## src/rtl/pwm_pkg.sv

```systemverilog
// Shared definitions for the LED fade sequencer: FSM state encodings and
// the full-scale duty helper.
package pwm_pkg;

  localparam int unsigned STATE_W = 3;

  // Fade FSM states; the encoding is visible on the debug state port.
  typedef enum logic [STATE_W-1:0] {
    IDLE    = 3'd0,
    UP      = 3'd1,
    HOLD_HI = 3'd2,
    DOWN    = 3'd3,
    HOLD_LO = 3'd4
  } fade_state_e;

  // Full-scale duty for a counter of cnt_w bits (one full period high).
  function automatic int unsigned dmax(input int unsigned cnt_w);
    return 32'd1 << cnt_w;
  endfunction

endpackage

```

## src/rtl/pwm_core.sv

```systemverilog
// Free-running PWM period counter with a registered end-of-period pulse and
// the compare of the counter against a runtime duty.
//   clk, rst   : clock, asynchronous active-high reset
//   duty       : active duty, 0..2^CNT_W (2^CNT_W = always high)
//   pwm_out    : cnt < duty, combinational from registers
//   period_end : high for the single cycle in which cnt == 2^CNT_W-1
module pwm_core #(
  parameter int unsigned CNT_W = 12
) (
  input  logic           clk,
  input  logic           rst,
  input  logic [CNT_W:0] duty,
  output logic           pwm_out,
  output logic           period_end
);

  // Value one below terminal count, so period_end lines up with cnt == max.
  localparam logic [CNT_W-1:0] CNT_PRE = {{(CNT_W-1){1'b1}}, 1'b0};

  logic [CNT_W-1:0] cnt;

  // Period counter and aligned end-of-period flag.
  always_ff @(posedge clk or posedge rst) begin
    if (rst) begin
      cnt        <= '0;
      period_end <= 1'b0;
    end else begin
      cnt        <= cnt + CNT_W'(1);
      period_end <= (cnt == CNT_PRE);
    end
  end

  // Extra MSB lets duty == 2^CNT_W compare as always-high.
  assign pwm_out = ({1'b0, cnt} < duty);

endmodule

```

## src/rtl/pwm_fade_ctrl.sv

```systemverilog
// Breathing/fade sequencer: ramps the PWM duty up to full scale, dwells,
// ramps down to zero, dwells, and repeats while en is high. Dropping en
// always fades down to zero before parking in IDLE. Duty, hold counter and
// state only change at the period boundary, so every period is whole.
//   clk, rst     : clock, asynchronous active-high reset
//   en           : 1 = run breathing cycle, 0 = fade out and park
//   step         : duty change per period (0 behaves as 1)
//   hold_periods : extra periods to dwell at full scale and at zero
//   pwm_out      : PWM output
//   duty         : current active duty, 0..2^CNT_W
//   period_end   : one-cycle pulse while cnt == 2^CNT_W-1
//   state        : FSM state encoding for debug/LEDs
module pwm_fade_ctrl
  import pwm_pkg::*;
#(
  parameter int unsigned CNT_W  = 12,
  parameter int unsigned STEP_W = 8,
  parameter int unsigned HOLD_W = 8
) (
  input  logic               clk,
  input  logic               rst,
  input  logic               en,
  input  logic [STEP_W-1:0]  step,
  input  logic [HOLD_W-1:0]  hold_periods,
  output logic               pwm_out,
  output logic [CNT_W:0]     duty,
  output logic               period_end,
  output logic [STATE_W-1:0] state
);

  localparam int unsigned DW     = CNT_W + 1;
  localparam int unsigned AW     = CNT_W + 2;
  localparam int unsigned DMAX_I = dmax(CNT_W);
  localparam logic [AW-1:0] DMAX_A = AW'(DMAX_I);
  localparam logic [DW-1:0] DMAX_D = DW'(DMAX_I);

  fade_state_e       state_q, state_nxt;
  logic [DW-1:0]     duty_q, duty_nxt;
  logic [HOLD_W-1:0] hold_q, hold_nxt;

  logic [AW-1:0] step_a;
  logic [AW-1:0] up_a;
  logic [AW-1:0] down_a;
  logic [DW-1:0] duty_up;
  logic [DW-1:0] duty_dn;

  pwm_core #(
    .CNT_W (CNT_W)
  ) u_core (
    .clk        (clk),
    .rst        (rst),
    .duty       (duty_q),
    .pwm_out    (pwm_out),
    .period_end (period_end)
  );

  // Saturating up/down duty arithmetic; step is clamped to full scale first
  // so a wide step input cannot overflow the narrow arithmetic width.
  always_comb begin
    step_a = AW'(1);
    if (step == '0) begin
      step_a = AW'(1);
    end else if (32'(step) >= DMAX_I) begin
      step_a = DMAX_A;
    end else begin
      step_a = AW'(step);
    end

    up_a = AW'(duty_q) + step_a;
    if (up_a > DMAX_A) begin
      up_a = DMAX_A;
    end

    down_a = '0;
    if (AW'(duty_q) > step_a) begin
      down_a = AW'(duty_q) - step_a;
    end

    duty_up = DW'(up_a);
    duty_dn = DW'(down_a);
  end

  // State, duty and hold registers; period_end marks the boundary edge.
  always_ff @(posedge clk or posedge rst) begin
    if (rst) begin
      state_q <= IDLE;
      duty_q  <= '0;
      hold_q  <= '0;
    end else begin
      state_q <= state_nxt;
      duty_q  <= duty_nxt;
      hold_q  <= hold_nxt;
    end
  end

  // Next-state logic; everything holds between period boundaries.
  always_comb begin
    state_nxt = state_q;
    duty_nxt  = duty_q;
    hold_nxt  = hold_q;

    if (period_end) begin
      case (state_q)
        IDLE: begin
          if (en) begin
            duty_nxt  = duty_up;
            state_nxt = UP;
          end else begin
            duty_nxt  = '0;
          end
        end

        UP: begin
          if (!en) begin
            state_nxt = DOWN;
            duty_nxt  = duty_dn;
          end else begin
            duty_nxt = duty_up;
            if (duty_up == DMAX_D) begin
              state_nxt = HOLD_HI;
              hold_nxt  = hold_periods;
            end
          end
        end

        HOLD_HI: begin
          if (!en || (hold_q == '0)) begin
            state_nxt = DOWN;
            duty_nxt  = duty_dn;
          end else begin
            hold_nxt = hold_q - HOLD_W'(1);
          end
        end

        // A rising en does not reverse a fade-out; it only picks HOLD_LO.
        DOWN: begin
          duty_nxt = duty_dn;
          if (duty_dn == '0) begin
            if (!en) begin
              state_nxt = IDLE;
            end else begin
              state_nxt = HOLD_LO;
              hold_nxt  = hold_periods;
            end
          end
        end

        HOLD_LO: begin
          if (!en) begin
            state_nxt = IDLE;
          end else if (hold_q == '0) begin
            state_nxt = UP;
            duty_nxt  = duty_up;
          end else begin
            hold_nxt = hold_q - HOLD_W'(1);
          end
        end

        default: begin
          state_nxt = IDLE;
          duty_nxt  = '0;
          hold_nxt  = '0;
        end
      endcase
    end
  end

  assign duty  = duty_q;
  assign state = state_q;

endmodule

```

## config.mk

```make
export PLATFORM = sky130hd
export DESIGN_NAME = pwm_fade_ctrl
export DESIGN_NICKNAME = d
export VERILOG_FILES = /design/src/rtl/pwm_pkg.sv /design/src/rtl/pwm_core.sv /design/src/rtl/pwm_fade_ctrl.sv
export SDC_FILE = /design/constraint.sdc
export NUM_CORES = 1
export LEC_CHECK = 0
export ABC_CLOCK_PERIOD_IN_PS = 6000
export CAP_MARGIN = 10
export CORE_UTILIZATION = 63
export CTS_CLUSTER_SIZE = 16
export DETAILED_ROUTE_END_ITERATION = 10
export PLACE_DENSITY = 0.85
export SLEW_MARGIN = 20
export SYNTH_ARGS = -nofsm -noshare
export SYNTH_HDL_FRONTEND = slang
export SYNTH_SLANG_ARGS = --single-unit
```

## constraint.sdc

```tcl
create_clock -name clk -period 6 [get_ports clk]
set_input_delay 1.2 -clock clk [delete_from_list [all_inputs] [get_ports clk]]
set_output_delay 1.2 -clock clk [all_outputs]
set_load 0.1 [all_outputs]
```

==> flow_summary.json, run 1 <==
{
  "grt_max_degree": 38,
  "dp_hpwl_um": 8050,
  "holdPathStages": 1,
  "clk_latency_ps": 300,
  "grt_pass1_vias": 3505,
  "power_frac_comb": 0.357,
  "setup_violations": 0,
  "synth_edf_count": 0,
  "clkSlewWorstSetupHoldPaths_ps": 80,
  "p_clk_frac": 0.304,
  "utilization": 0.751,
  "slowest_delay_ps": 520,
  "whs_endpoint": "u_core.cnt[11]",
  "worst_path_most_repeated_cell": "nor3_1",
  "path_buf_inv": 2,
  "grt_use_total": 0.352,
  "p_int_uw": 488,
  "sw_frac_of_total": 0.376,
  "fp.dieW_um": 78.3,
  "hold_path_class": "reg2reg",
  "worst_pin_slew_ps": 973,
  "synthArstFlopShare": 1.00,
  "hold_viol": 0,
  "grt_first_pass_wirelength_um": 16900,
  "final_cell_mix": "nor2_1, inv_1, dfrtp_1",
  "vias": 3790,
  "tns_ps": 0,
  "net-switching-power_uw": 294,
  "nNetsFinal": 543,
  "drv_slew": 0,
  "startpoint": "step[6]",
  "skew_ps": 14.0,
  "yosysSeqAreaShare": 0.252,
  "core_area_mm2": 0.00557,
  "status": "finished, final reports clean",
  "critPathKind": "in2reg",
  "synth.ff_latch_count": 37,
  "rows": 27,
  "crit_slowest_cell": "nor3_1",
  "wl_per_cell_um": 18.7,
  "htree_levels": 2,
  "drive_above_1_share": 0.0528,
  "layout_commonest_cell": "nor2_1",
  "synthFlopType": "dfrtp_1",
  "cp_top_family": "simple AND/OR/NAND/NOR gates",
  "cts_made_buffers": 5,
  "synth-warning-count": 0,
  "netlist_area_mm2": 0.00367,
  "fmax_ghz": 0.190,
  "p_leak_uw": 0.00176,
  "critPathLaunchType": "input port",
  "antenna_found_initial": 0,
  "cts_root_buf": "clkbuf_8",
  "syn-num-nets": 515,
  "r2r_end": "hold_q[0]",
  "min_period_ps": 5260,
  "cp_max_fo": 6,
  "clock-sinks": 37,
  "power_frac_seq": 0.339,
  "finalPower_uw": 782,
  "powerDensity_mw_per_mm2": 187,
  "period_share": 0.876,
  "start_util": 0.659,
  "path_cells": "clkdlybuf4s50_1, nor4_1, a41o_1, ha_1, inv_1, fa_1, a211oi_1, nor3_1, nor3_1, nand2_1, o2111ai_1, nor4b_1, or2_2, o21ai_4, mux2_2",
  "rsz0062_at_grt": "false",
  "die_h_um": 78.3,
  "syn_avg_cell_area_um2": 7.93,
  "worstHoldStart": "u_core.cnt[11]",
  "ant_nets": 0,
  "grt_overflow": 0,
  "cp-end-kind": "flip-flop",
  "portBuffers": 36,
  "vias_per_cell": 6.72,
  "diodes": 0,
  "critPathRequiredTime_ps": 6180,
  "fp.dieArea_mm2": 0.00614,
  "first_pass_iters": 5,
  "cts_resized": 0,
  "cp.arrival_ps": 5430,
  "peakVddDrop_mv": 0.162,
  "io-pin-count": 37,
  "ys_types": 65,
  "routed_wl_um": 10500,
  "drc": 0,
  "gp_congestion": 1.03,
  "reg2reg_from": "duty[0]",
  "cts_buffer_depth": 2,
  "timing.slew.headroom": 0.350,
  "drtIter0Drc": 461,
  "cts_tree": "yes",
  "ctsHoldBuffers": 0,
  "cts_setup_buffers": 0,
  "synthToLayoutAreaGrowth_pct": 14.0,
  "ff2ff_setup_slack_ps": 2170,
  "fillers": 433,
  "r2r_cells": 13,
  "maxCapViolCount": 0,
  "syn_inst": 463
}
-- worst register-to-register path, delay by kind of cell (launching register included) --
kind                       cells  cell delay, ps
and+or+nand+nor                5            1290
AOI/OAI and AO/OA              3             850
adders and majority gates      2             630
DFF                            1             450
muxes                          1             360
buffers and inverters          2             150
-- state kept, by name (all words and copies together) (netlist names) --
register	cells
duty	13
hold_q	8
state	3
u_core.cnt	12
u_core.period_end	1
-- metrics by stage --
step / cells / hold WS, ps / cell area (um2) / setup slack [ps]
after floorplan: 463 / 463 / 3670 / 1430
after global placement: 556 / 484 / 4070 / 624
after detailed placement: 556 / 489 / 4070 / 505
after CTS: 564 / 503 / 4190 / 804
after global routing: 564 / 524 / 4190 / 407
final: 564 / 506 / 4190 / 744
-- synthesized netlist by cell type, drive strengths merged, types with 3 or more instances --
cell type	instances	area, um2
or4	3	30.0
nand4	7	43.8
a2111o	3	33.8
a221oi	5	43.8
nor3	18	90.1
o21a	4	30.0
dfrtp	37	926
xor2	5	43.8
buf	10	53.8
a211oi	5	37.5
o221ai	3	26.3
a211o	3	26.3
nand2b	12	75.1
o211ai	8	60.1
a2111oi	4	41.3
nand3	17	85.1
ha	31	388
nor4	5	31.3
a31oi	7	43.8
o2bb2ai	4	35.0
and3	5	31.3
or2	6	37.5
nor2	39	146
clkbuf	9	33.8
or3	6	37.5
inv	38	143
a21o	7	52.6
nand2	32	120
mux2i	3	30.0
a21oi	29	145
o21ai	32	171
nor2b	7	43.8
xnor2	16	140
a22oi	7	52.6
o31ai	5	37.5
-- area by class of cell --
type | count | area, um2 | share of cell area
Clock buffer | 6 | 82.6 | 0.0197
Clock inverter | 2 | 37.5 | 0.00897
Inverter | 40 | 150 | 0.0359
Multi-Input combinational cell | 367 | 2510 | 0.599
Sequential cell | 37 | 926 | 0.221
Tap cell | 72 | 90.1 | 0.0215
Timing Repair Buffer | 40 | 390 | 0.0933
-- per-layer routing --
metal	vias to the layer above	GRT usage	routed length, um
met3	28	0.0442	910
met4	0	0.109	269
met1	1778	0.491	4540
met2	221	0.568	4810
met5	-	0	0
li1	1763	-	-
-- cell families after synthesis --
family | Yosys count | synth area share
AOI/OAI and AO/OA | 145 | 0.280
xor gates and xnor gates | 21 | 0.0501
adders and majority gates | 33 | 0.117
buffers and inverters | 59 | 0.0647
DFF | 37 | 0.252
muxes | 5 | 0.0143
and+or+nand+nor | 163 | 0.222
-- worst max-delay path by stage --
stage / slack (ps) / to / depth (start not counted)
2_1_floorplan: 1430 / hold_q[0] / 14
3_3_place_gp: 620 / hold_q[0] / 15
3_5_place_dp: 500 / hold_q[0] / 15
4_1_cts: 800 / hold_q[0] / 15
5_1_grt: 410 / hold_q[6] / 14
6_report: 740 / hold_q[0] / 15
-- power groups by stage --
stage | registers [uW] | clock network, uW | logic [uW]
after floorplan | 304 | 0 | 163
after global placement | 270 | 0 | 267
after detailed placement | 269 | 0 | 272
after CTS | 264 | 237 | 274
after global routing | 265 | 246 | 297
final | 265 | 238 | 279
Note: power is estimated with default switching activity, not from simulation.
==> run 2, diff against run 1 <==
ABC_CLOCK_PERIOD_IN_PS = 5500   (was 6000)
CORE_UTILIZATION = 58   (was 63)
PLACE_DENSITY = 0.79   (was 0.85)
clock period = 5.5 ns   (was 6 ns; I/O delays follow)
==> flow_summary.json, run 2 (synthesized netlist as in run 1, its figures left out) <==
{
  "status": "finished, final reports clean",
  "maxCapViolCount": 0,
  "htree_levels": 2,
  "grt_pass1_vias": 3374,
  "antenna_found_initial": 0,
  "rsz0062_at_grt": "false",
  "dp_hpwl_um": 7750,
  "synthToLayoutAreaGrowth_pct": 13.5,
  "cts_resized": 0,
  "utilization": 0.691,
  "grt_use_total": 0.323,
  "ctsHoldBuffers": 0,
  "drc": 0,
  "gp_congestion": 0.919,
  "rows": 28,
  "grt_max_degree": 38,
  "drv_slew": 0,
  "cp-end-kind": "flip-flop",
  "critPathKind": "in2reg",
  "largest_register_ffs": 13,
  "cp_max_fo": 6,
  "nNetsFinal": 545,
  "hold_path_class": "reg2reg",
  "slowest_delay_ps": 520,
  "cts_root_buf": "clkbuf_8",
  "worst_path_most_repeated_cell": "nor3_1",
  "cp.arrival_ps": 5260,
  "portBuffers": 36,
  "die_h_um": 81.6,
  "diodes": 0,
  "routed_wl_um": 10200,
  "core_area_mm2": 0.00603,
  "cts_tree": "yes",
  "drive_above_1_share": 0.0547,
  "cp_top_family": "compound AO/OA/AOI/OAI gates",
  "place_ws_ps": 144,
  "first_pass_iters": 5,
  "critPathLaunchType": "input port",
  "tns_ps": 0,
  "vias": 3651,
  "clock-sinks": 37,
  "io-pin-count": 37,
  "grt_first_pass_wirelength_um": 16400,
  "hold_viol": 0,
  "final_cell_mix": "nor2_1, inv_1, dfrtp_1",
  "cts_setup_buffers": 0,
  "powerDensity_mw_per_mm2": 189,
  "setup_violations": 0,
  "clkSlewWorstSetupHoldPaths_ps": 80,
  "min_period_ps": 5110,
  "crit_slowest_cell": "nor4b_1",
  "path_buf_inv": 2,
  "fp.dieArea_mm2": 0.00665,
  "grt_overflow": 0,
  "critPathRequiredTime_ps": 5650,
  "cts_buffer_depth": 2,
  "fp.dieW_um": 81.6,
  "peakVddDrop_mv": 0.138,
  "drtIter0Drc": 337,
  "cts_made_buffers": 5,
  "clk_latency_ps": 290,
  "fmax_ghz": 0.196,
  "layout_commonest_cell": "nor2_1",
  "skew_ps": 12.0,
  "p_leak_uw": 0.00175,
  "start_util": 0.609,
  "wl_per_cell_um": 17.9,
  "fin_ws_ps": 394,
  "ant_nets": 0,
  "period_share": 0.928,
  "worst_pin_slew_ps": 966,
  "vias_per_cell": 6.42,
  "timing.slew.headroom": 0.354,
  "path_cells": "clkdlybuf4s50_1, nor4_1, a41o_1, ha_1, inv_1, fa_1, a211oi_1, nor3_1, o41ai_4, o2111ai_1, nor4b_1, nor3_1, a2111oi_0, o21ai_0",
  "fillers": 525
}
## run 2: report_power, final
| group | leakage, uW | switching, uW | internal (uW) | total (uW) |
|---|---|---|---|---|
| sequential | 0.000467 | 13.3 | 277 | 291 |
| clock | 0.0000450 | 106 | 88.2 | 194 |
| combinational | 0.00124 | 193 | 108 | 301 |
| total | 0.00175 | 312 | 474 | 786 |
## run 2: stage by stage
| stage | total power [uW] | cells | hold WS (ps) | area, um2 |
|---|---|---|---|---|
| after floorplan | 509 | 463 | 463 | 3670 |
| after CTS | 782 | 569 | 510 | 4170 |
| after global routing | 823 | 569 | 522 | 4170 |
| final | 786 | 569 | 511 | 4170 |
| after detailed placement | 589 | 561 | 500 | 4080 |
| after global placement | 588 | 561 | 488 | 4080 |
## run 2: path summary, 6_finish.rpt
check | from | to | slack [ps] | cells past startpoint
min | u_core.cnt[4] | u_core.cnt[4] | 510 | 1
min in group asynchronous | rst | duty[6] | 1240 | 3
max reg2reg | duty[0] | hold_q[6] | 1720 | 12
min reg2reg | u_core.cnt[4] | u_core.cnt[4] | 510 | 1
max | step[6] | hold_q[6] | 390 | 14
max in group asynchronous | rst | hold_q[6] | 3910 | 3
## run 2: layout make-up
type / instances / area (um2) / share of cell area
multi-input combinational: 367 / 2510 / 0.602
sequential: 37 / 926 / 0.222
timing repair buffer: 42 / 405 / 0.0973
inverter: 40 / 150 / 0.0360
tap: 75 / 93.8 / 0.0225
clock buffer: 6 / 72.6 / 0.0174
clock inverter: 2 / 10.0 / 0.00240
## run 2: metal layers
| metal | vias up | share of wire | track usage |
|---|---|---|---|
| met5 | - | 0 | 0 |
| met1 | 1713 | 0.47 | 0.455 |
| met2 | 147 | 0.44 | 0.503 |
| met3 | 20 | 0.062 | 0.0511 |
| li1 | 1771 | - | - |
| met4 | 0 | 0.020 | 0.102 |
